### config.mk
export PLATFORM = sky130hd
export DESIGN_NAME = ddr2_frame_write_master
export DESIGN_NICKNAME = d
export VERILOG_FILES = /design/src/rtl/ddr2_wm_pkg.sv /design/src/rtl/ddr2_wm_burst_calc.sv /design/src/rtl/ddr2_frame_write_master.sv
export SDC_FILE = /design/constraint.sdc
export NUM_CORES = 1
export LEC_CHECK = 0
export CAP_MARGIN = 0
export CORE_AREA = 2 2 254 256
export DETAILED_ROUTE_END_ITERATION = 10
export DIE_AREA = 0 0 256 258
export MAX_ROUTING_LAYER = met4
export PLACE_DENSITY_LB_ADDON = 0.05
export SETUP_SLACK_MARGIN = 0.02
export SLEW_MARGIN = 20
export SYNTH_ARGS = -nofsm -noshare
export SYNTH_HDL_FRONTEND = slang
export SYNTH_SLANG_ARGS = --single-unit
export TNS_END_PERCENT = 30
### constraint.sdc
create_clock -name phy_clk -period 9.6 [get_ports phy_clk]
set_clock_uncertainty 0.1 [all_clocks]
set_input_delay 0.96 -clock phy_clk [delete_from_list [all_inputs] [get_ports phy_clk]]
set_output_delay 0.96 -clock phy_clk [all_outputs]
set_load 0.1 [all_outputs]
### src/rtl/ddr2_wm_pkg.sv
`default_nettype none
// ============================================================================
//  Module      : ddr2_wm_pkg
//  Description : Shared FSM encoding and constants for the DDR2 frame write
//                master and its burst calculator.
//  Revision    : 1.0 - initial release
// ============================================================================
package ddr2_wm_pkg;

  // Width of the controller's local_size field (bursts of 1..7 beats).
  localparam int LOCAL_SIZE_W = 3;

  // Byte-enable pattern; wide enough for any supported data width, sliced
  // down to DATA_W/8 at the point of use.
  localparam logic [255:0] BE_ALL_ONES = '1;

  // Write-master FSM encoding.
  localparam int           STATE_W      = 2;
  localparam logic [1:0]   ST_IDLE      = 2'd0;
  localparam logic [1:0]   ST_WAIT_DATA = 2'd1;
  localparam logic [1:0]   ST_BURST     = 2'd2;
  localparam logic [1:0]   ST_DONE      = 2'd3;

endpackage : ddr2_wm_pkg
`default_nettype wire

### src/rtl/ddr2_wm_burst_calc.sv
`default_nettype none
// ============================================================================
//  Module      : ddr2_wm_burst_calc
//  Description : Combinational burst sizing for the frame write master:
//                size = min(BURST_LEN, remaining), the FIFO-level check that
//                guarantees a burst never stalls for data, and the address
//                advance applied at the end of a burst.
//  Revision    : 1.0 - initial release
// ============================================================================
module ddr2_wm_burst_calc
  import ddr2_wm_pkg::*;
#(
  parameter int ADDR_W    = 25,
  parameter int CNT_W     = 20,
  parameter int BURST_LEN = 4
) (
  input  logic [CNT_W-1:0]        remaining,
  input  logic [CNT_W-1:0]        usedw,
  input  logic [ADDR_W-1:0]       cur_addr,
  input  logic [LOCAL_SIZE_W-1:0] held_size,
  output logic [LOCAL_SIZE_W-1:0] size,
  output logic                    data_ok,
  output logic [ADDR_W-1:0]       next_addr
);

  localparam logic [CNT_W-1:0]        BURST_LEN_CNT = CNT_W'(BURST_LEN);
  localparam logic [LOCAL_SIZE_W-1:0] BURST_LEN_SZ  = LOCAL_SIZE_W'(BURST_LEN);

  // Burst size and "enough words buffered" decision for the next burst.
  always_comb begin
    size = BURST_LEN_SZ;
    if (remaining < BURST_LEN_CNT) begin
      size = remaining[LOCAL_SIZE_W-1:0];
    end
    data_ok = (usedw >= {{(CNT_W-LOCAL_SIZE_W){1'b0}}, size});
  end

  // Next burst start; the add is ADDR_W wide so it wraps naturally.
  always_comb begin
    next_addr = cur_addr + {{(ADDR_W-LOCAL_SIZE_W){1'b0}}, held_size};
  end

endmodule : ddr2_wm_burst_calc
`default_nettype wire

### src/rtl/ddr2_frame_write_master.sv
`default_nettype none
// ============================================================================
//  Module      : ddr2_frame_write_master
//  Description : Drains 256-bit words from a show-ahead pixel FIFO and writes
//                one frame to DDR2 through the controller local port as a
//                sequence of write bursts starting at a programmable base.
//                Optional macro FRAME_DBUF_EN adds ping-pong frame buffers
//                (frame_base_b input, active_buf output).
//  Revision    : 1.0 - initial release
// ============================================================================
module ddr2_frame_write_master
  import ddr2_wm_pkg::*;
#(
  parameter int ADDR_W    = 25,
  parameter int DATA_W    = 256,
  parameter int BURST_LEN = 4,
  parameter int CNT_W     = 20
) (
  input  logic                    phy_clk,
  input  logic                    reset_phy_clk_n,
  input  logic                    local_init_done,
  input  logic                    local_ready,
  output logic [ADDR_W-1:0]       local_address,
  output logic                    local_write_req,
  output logic                    local_burstbegin,
  output logic [LOCAL_SIZE_W-1:0] local_size,
  output logic [DATA_W-1:0]       local_wdata,
  output logic [DATA_W/8-1:0]     local_be,
  input  logic [DATA_W-1:0]       in_data,
  input  logic [CNT_W-1:0]        in_usedw,
  output logic                    in_rdreq,
  input  logic                    frame_start,
  input  logic [ADDR_W-1:0]       frame_base,
  input  logic [CNT_W-1:0]        frame_words,
`ifdef FRAME_DBUF_EN
  input  logic [ADDR_W-1:0]       frame_base_b,
  output logic                    active_buf,
`endif
  output logic                    busy,
  output logic                    frame_done
);

  logic [STATE_W-1:0]      state;
  logic [ADDR_W-1:0]       cur_addr;
  logic [CNT_W-1:0]        remaining;
  logic [LOCAL_SIZE_W-1:0] beat_cnt;

  logic [LOCAL_SIZE_W-1:0] calc_size;
  logic                    calc_data_ok;
  logic [ADDR_W-1:0]       calc_next_addr;

  logic                    accept;
  logic                    last_beat;
  logic                    last_burst;
  logic [ADDR_W-1:0]       start_base;
  logic [CNT_W-1:0]        start_words;

  ddr2_wm_burst_calc #(
    .ADDR_W    (ADDR_W),
    .CNT_W     (CNT_W),
    .BURST_LEN (BURST_LEN)
  ) u_burst_calc (
    .remaining (remaining),
    .usedw     (in_usedw),
    .cur_addr  (cur_addr),
    .held_size (local_size),
    .size      (calc_size),
    .data_ok   (calc_data_ok),
    .next_addr (calc_next_addr)
  );

  // Output decode from state; registered state keeps these glitch-free and
  // forces them low as soon as reset asserts.
  always_comb begin
    local_write_req = (state == ST_BURST);
    busy            = (state == ST_WAIT_DATA) || (state == ST_BURST);
    frame_done      = (state == ST_DONE);
    accept          = local_write_req && local_ready;
    in_rdreq        = accept;
    local_wdata     = in_data;
    local_be        = BE_ALL_ONES[DATA_W/8-1:0];
    last_beat       = (beat_cnt == (local_size - 3'd1));
    last_burst      = (remaining == {{(CNT_W-LOCAL_SIZE_W){1'b0}}, local_size});
  end

  // Frame parameters captured on start; a zero word count becomes one word.
  always_comb begin
    start_words = frame_words;
    if (frame_words == '0) begin
      start_words = {{(CNT_W-1){1'b0}}, 1'b1};
    end
`ifdef FRAME_DBUF_EN
    // active_buf names the last completed buffer, so write the other one.
    start_base = active_buf ? frame_base : frame_base_b;
`else
    start_base = frame_base;
`endif
  end

  // Main FSM: start capture, data-wait, burst beats and end-of-frame pulse.
  always_ff @(posedge phy_clk or negedge reset_phy_clk_n) begin
    if (!reset_phy_clk_n) begin
      state            <= ST_IDLE;
      cur_addr         <= '0;
      remaining        <= '0;
      beat_cnt         <= '0;
      local_address    <= '0;
      local_size       <= '0;
      local_burstbegin <= 1'b0;
    end else begin
      case (state)
        ST_IDLE: begin
          if (frame_start && local_init_done) begin
            cur_addr  <= start_base;
            remaining <= start_words;
            state     <= ST_WAIT_DATA;
          end
        end
        ST_WAIT_DATA: begin
          if (calc_data_ok) begin
            local_size       <= calc_size;
            local_address    <= cur_addr;
            local_burstbegin <= 1'b1;
            beat_cnt         <= '0;
            state            <= ST_BURST;
          end
        end
        ST_BURST: begin
          if (accept) begin
            local_burstbegin <= 1'b0;
            beat_cnt         <= beat_cnt + 3'd1;
            if (last_beat) begin
              cur_addr  <= calc_next_addr;
              remaining <= remaining - {{(CNT_W-LOCAL_SIZE_W){1'b0}}, local_size};
              state     <= last_burst ? ST_DONE : ST_WAIT_DATA;
            end
          end
        end
        ST_DONE: begin
          state <= ST_IDLE;
        end
        default: begin
          state <= ST_IDLE;
        end
      endcase
    end
  end

`ifdef FRAME_DBUF_EN
  // Ping-pong buffer flag; flips as each frame completes.
  always_ff @(posedge phy_clk or negedge reset_phy_clk_n) begin
    if (!reset_phy_clk_n) begin
      active_buf <= 1'b1;
    end else if (state == ST_DONE) begin
      active_buf <= ~active_buf;
    end
  end
`endif

endmodule : ddr2_frame_write_master
`default_nettype wire

==> results.toml <==
[yosys]
synth.most_common_cell = "buf_4"
synth_top_area_frac = 0.311
synthTopCellsByCount = "buf_4 (288), dfrtp_1 (79), nor2_1 (43)"
yosysSeqAreaShare = 0.285
synth_area_leader_cell = "buf_4"
avgSynthCellArea_um2 = 8.59
ys.flop_type = "dfrtp_1"
syn_area_um2 = 6940
netlist_instances = 808
ys_async_sr_fraction = 1.00
synth.distinct_cells = 67
ys_seq_elements = 79
yosys_warnings = 0
synthTopCellsByArea = "buf_4 (31%), dfrtp_1 (28%), mux2_2 (3.9%), ha_1 (2.9%), a21oi_1 (2.8%)"
synth_edf_count = 0

[drt]
route.vias.total = 4908
drt-initial-drc-count = 232
drc = 0
vias_per_cell = 3.27
wire_per_inst_um = 18.9
firstDrtPassIters = 4
totalWireLength_mm = 28.4
ant_nets = 0

[worst_setup_path]
critPathRequiredTime_ps = 8540
cp.arrival_ps = 3390
worst-setup-path-type = "flip-flop to primary output"
setup.worst_path.end_class = "primary output"
crit_fanout = 35
cp-start-kind = "flip-flop"

[power_and_ir_drop]
p_seq_frac = 0.256
ir_drop_v = 0.0000872
switchingPower_w = 0.00143
pwr-share-clk = 0.145
combPwrFrac = 0.599
power-per-cell-area_nw_per_um2 = 355
p_leak_nw = 2.57
p_int_w = 0.00114
p_sw_frac = 0.558

[timing]
period_share = 0.464
max_freq_mhz = 224
grt_setup_unrepaired = "no"
worst_pin_slew_ps = 1130
whs_ps = 387
slew_viol_final = 0
finalHoldViolCount = 0
setup_viol = 0
finalCriticalPeriod_ps = 4450
setup_total_negative_slack_ps = 0
maxSlewHeadroom = 0.246

[min_path]
hold_path_class = "flip-flop to flip-flop"

[floorplan]
die_h_um = 258
start_util = 0.109
dieArea_um2 = 66000
die_x_um = 256
rows = 93
pin_count = 647
coreArea_um2 = 63600

[clock_network]
cts_inserted_buffers = 9
clock-sinks = 79
clock_latency_ps = 370
htreeDepth = 3
clk_pin_slew_worst_paths_ps = 70
cts_hold_buf = 0
ctsResizeCount = 0
cts_setup_buffers = 0
tritoncts = "done"
cts_buffer_depth = 2
cts-root-buf = "clkbuf_16"

[global_route]
grt_pass1_vias = 5206
track_usage = 0.0872
overflow = 0
grt_max_degree = 42
antenna_found_initial = 0
grt_pass1_wl_mm = 40.0

[finish]
final_cells = 1502
fill_cells = 7354
final_util = 0.114
area_delta_synth_final_pct = 4.34
drive_gt1_frac = 0.0958
nNetsFinal = 986
diodes = 0

[run_status]
status = "finished clean"

[placement]
place.gp.congestion = 0.698
detailed_place_hpwl_mm = 21.7
port_buffers = 102
placedCellCount = 1486

[flow_run]
cap_violations = 0
==> power groups by stage <==
stage	Combinational (W)	Clock (W)	Sequential [W]
2_1_floorplan	0.00126	0	0.000973
3_3_place_gp	0.00159	0	0.000669
3_5_place_dp	0.00158	0	0.000671
4_1_cts	0.00159	0.000398	0.000664
5_1_grt	0.00167	0.000409	0.000688
6_report	0.00154	0.000372	0.000658
==> state kept, by name (all words and copies together) (netlist names) <==
| name | flops |
|---|---|
| local_address | 25 |
| cur_addr | 25 |
| state | 2 |
| remaining | 20 |
| beat_cnt | 3 |
| local_burstbegin | 1 |
| local_size | 3 |
==> per-layer routing <==
metal  up-vias  global-route usage  wire, µm
met3        65              0.0395      2430
met5         -                   -         0
li1       2191                   -         -
met1      2393              0.0982     11900
met2       259               0.138     13500
met4         0              0.0270       577
==> cell type report <==
class                           instances  area, µm²  area share
Clock inverter                          5       58.8     0.00812
Multi-Input combinational cell        424       2760       0.381
Timing Repair Buffer                  110       1080       0.149
Tap cell                              855       1070       0.148
Clock buffer                           11        233      0.0321
Sequential cell                        79       1980       0.273
Inverter                               18       67.6     0.00932
==> stage by stage <==
stage / setup WS, ps / cell area, µm² / power (W)
6_report: 5150 / 7250 / 0.00257
2_1_floorplan: 5050 / 7060 / 0.00224
3_5_place_dp: 5450 / 6950 / 0.00225
5_1_grt: 4860 / 7250 / 0.00276
3_3_place_gp: 5420 / 6950 / 0.00226
4_1_cts: 5020 / 7250 / 0.00265
==> cells in the final DEF (no fill, tap or decap), types with 7 or more instances in the layout <==
cell type,count
clkdlybuf4s50_1,101
nand4_1,13
dfrtp_1,79
a21oi_1,39
a31oi_1,7
mux2_2,24
nor2_1,43
conb_1,32
nand3_1,19
clkbuf_16,9
inv_1,17
ha_1,15
nand2_1,36
nor4_1,13
buf_4,9
o22ai_1,12
o21ai_0,37
nor3_1,13
==> critical path, cell delays in order (launching register included) <==
cell and delay (ps):
dfrtp_1 440, inv_1 130, ha_2 650, clkinv_1 140, buf_4 310, nor2_1 180
clkdlybuf4s50_1 1150
==> path summary, 6_finish.rpt <==
| check | startpoint | endpoint | slack (ps) | cells past startpoint |
|---|---|---|---|---|
| max | state[0]$_DFFE_PN0P_ | in_rdreq | 5150 | 6 |
| min | remaining[0]$_DFFE_PN0P_ | remaining[0]$_DFFE_PN0P_ | 390 | 2 |
| max reg2reg | remaining[15]$_DFFE_PN0P_ | beat_cnt[0]$_DFFE_PN0P_ | 5860 | 11 |
| min reg2reg | remaining[0]$_DFFE_PN0P_ | remaining[0]$_DFFE_PN0P_ | 390 | 2 |
| max in group asynchronous | reset_phy_clk_n | remaining[8]$_DFFE_PN0P_ | 7810 | 2 |
| min in group asynchronous | reset_phy_clk_n | local_address[19]$_DFFE_PN0P_ | 510 | 1 |
==> logic make-up after synthesis <==
| family | after synthesis | synth area share |
|---|---|---|
| xor gates and xnor gates | 3 | 0.00577 |
| AOI/OAI and AO/OA | 165 | 0.156 |
| muxes | 29 | 0.0461 |
| buffers and inverters | 336 | 0.339 |
| adders and majority gates | 18 | 0.0346 |
| other | 1 | 0.000540 |
| and+or+nand+nor | 177 | 0.134 |
| DFF | 79 | 0.285 |
No activity file was read; power rests on OpenSTA's default activity.
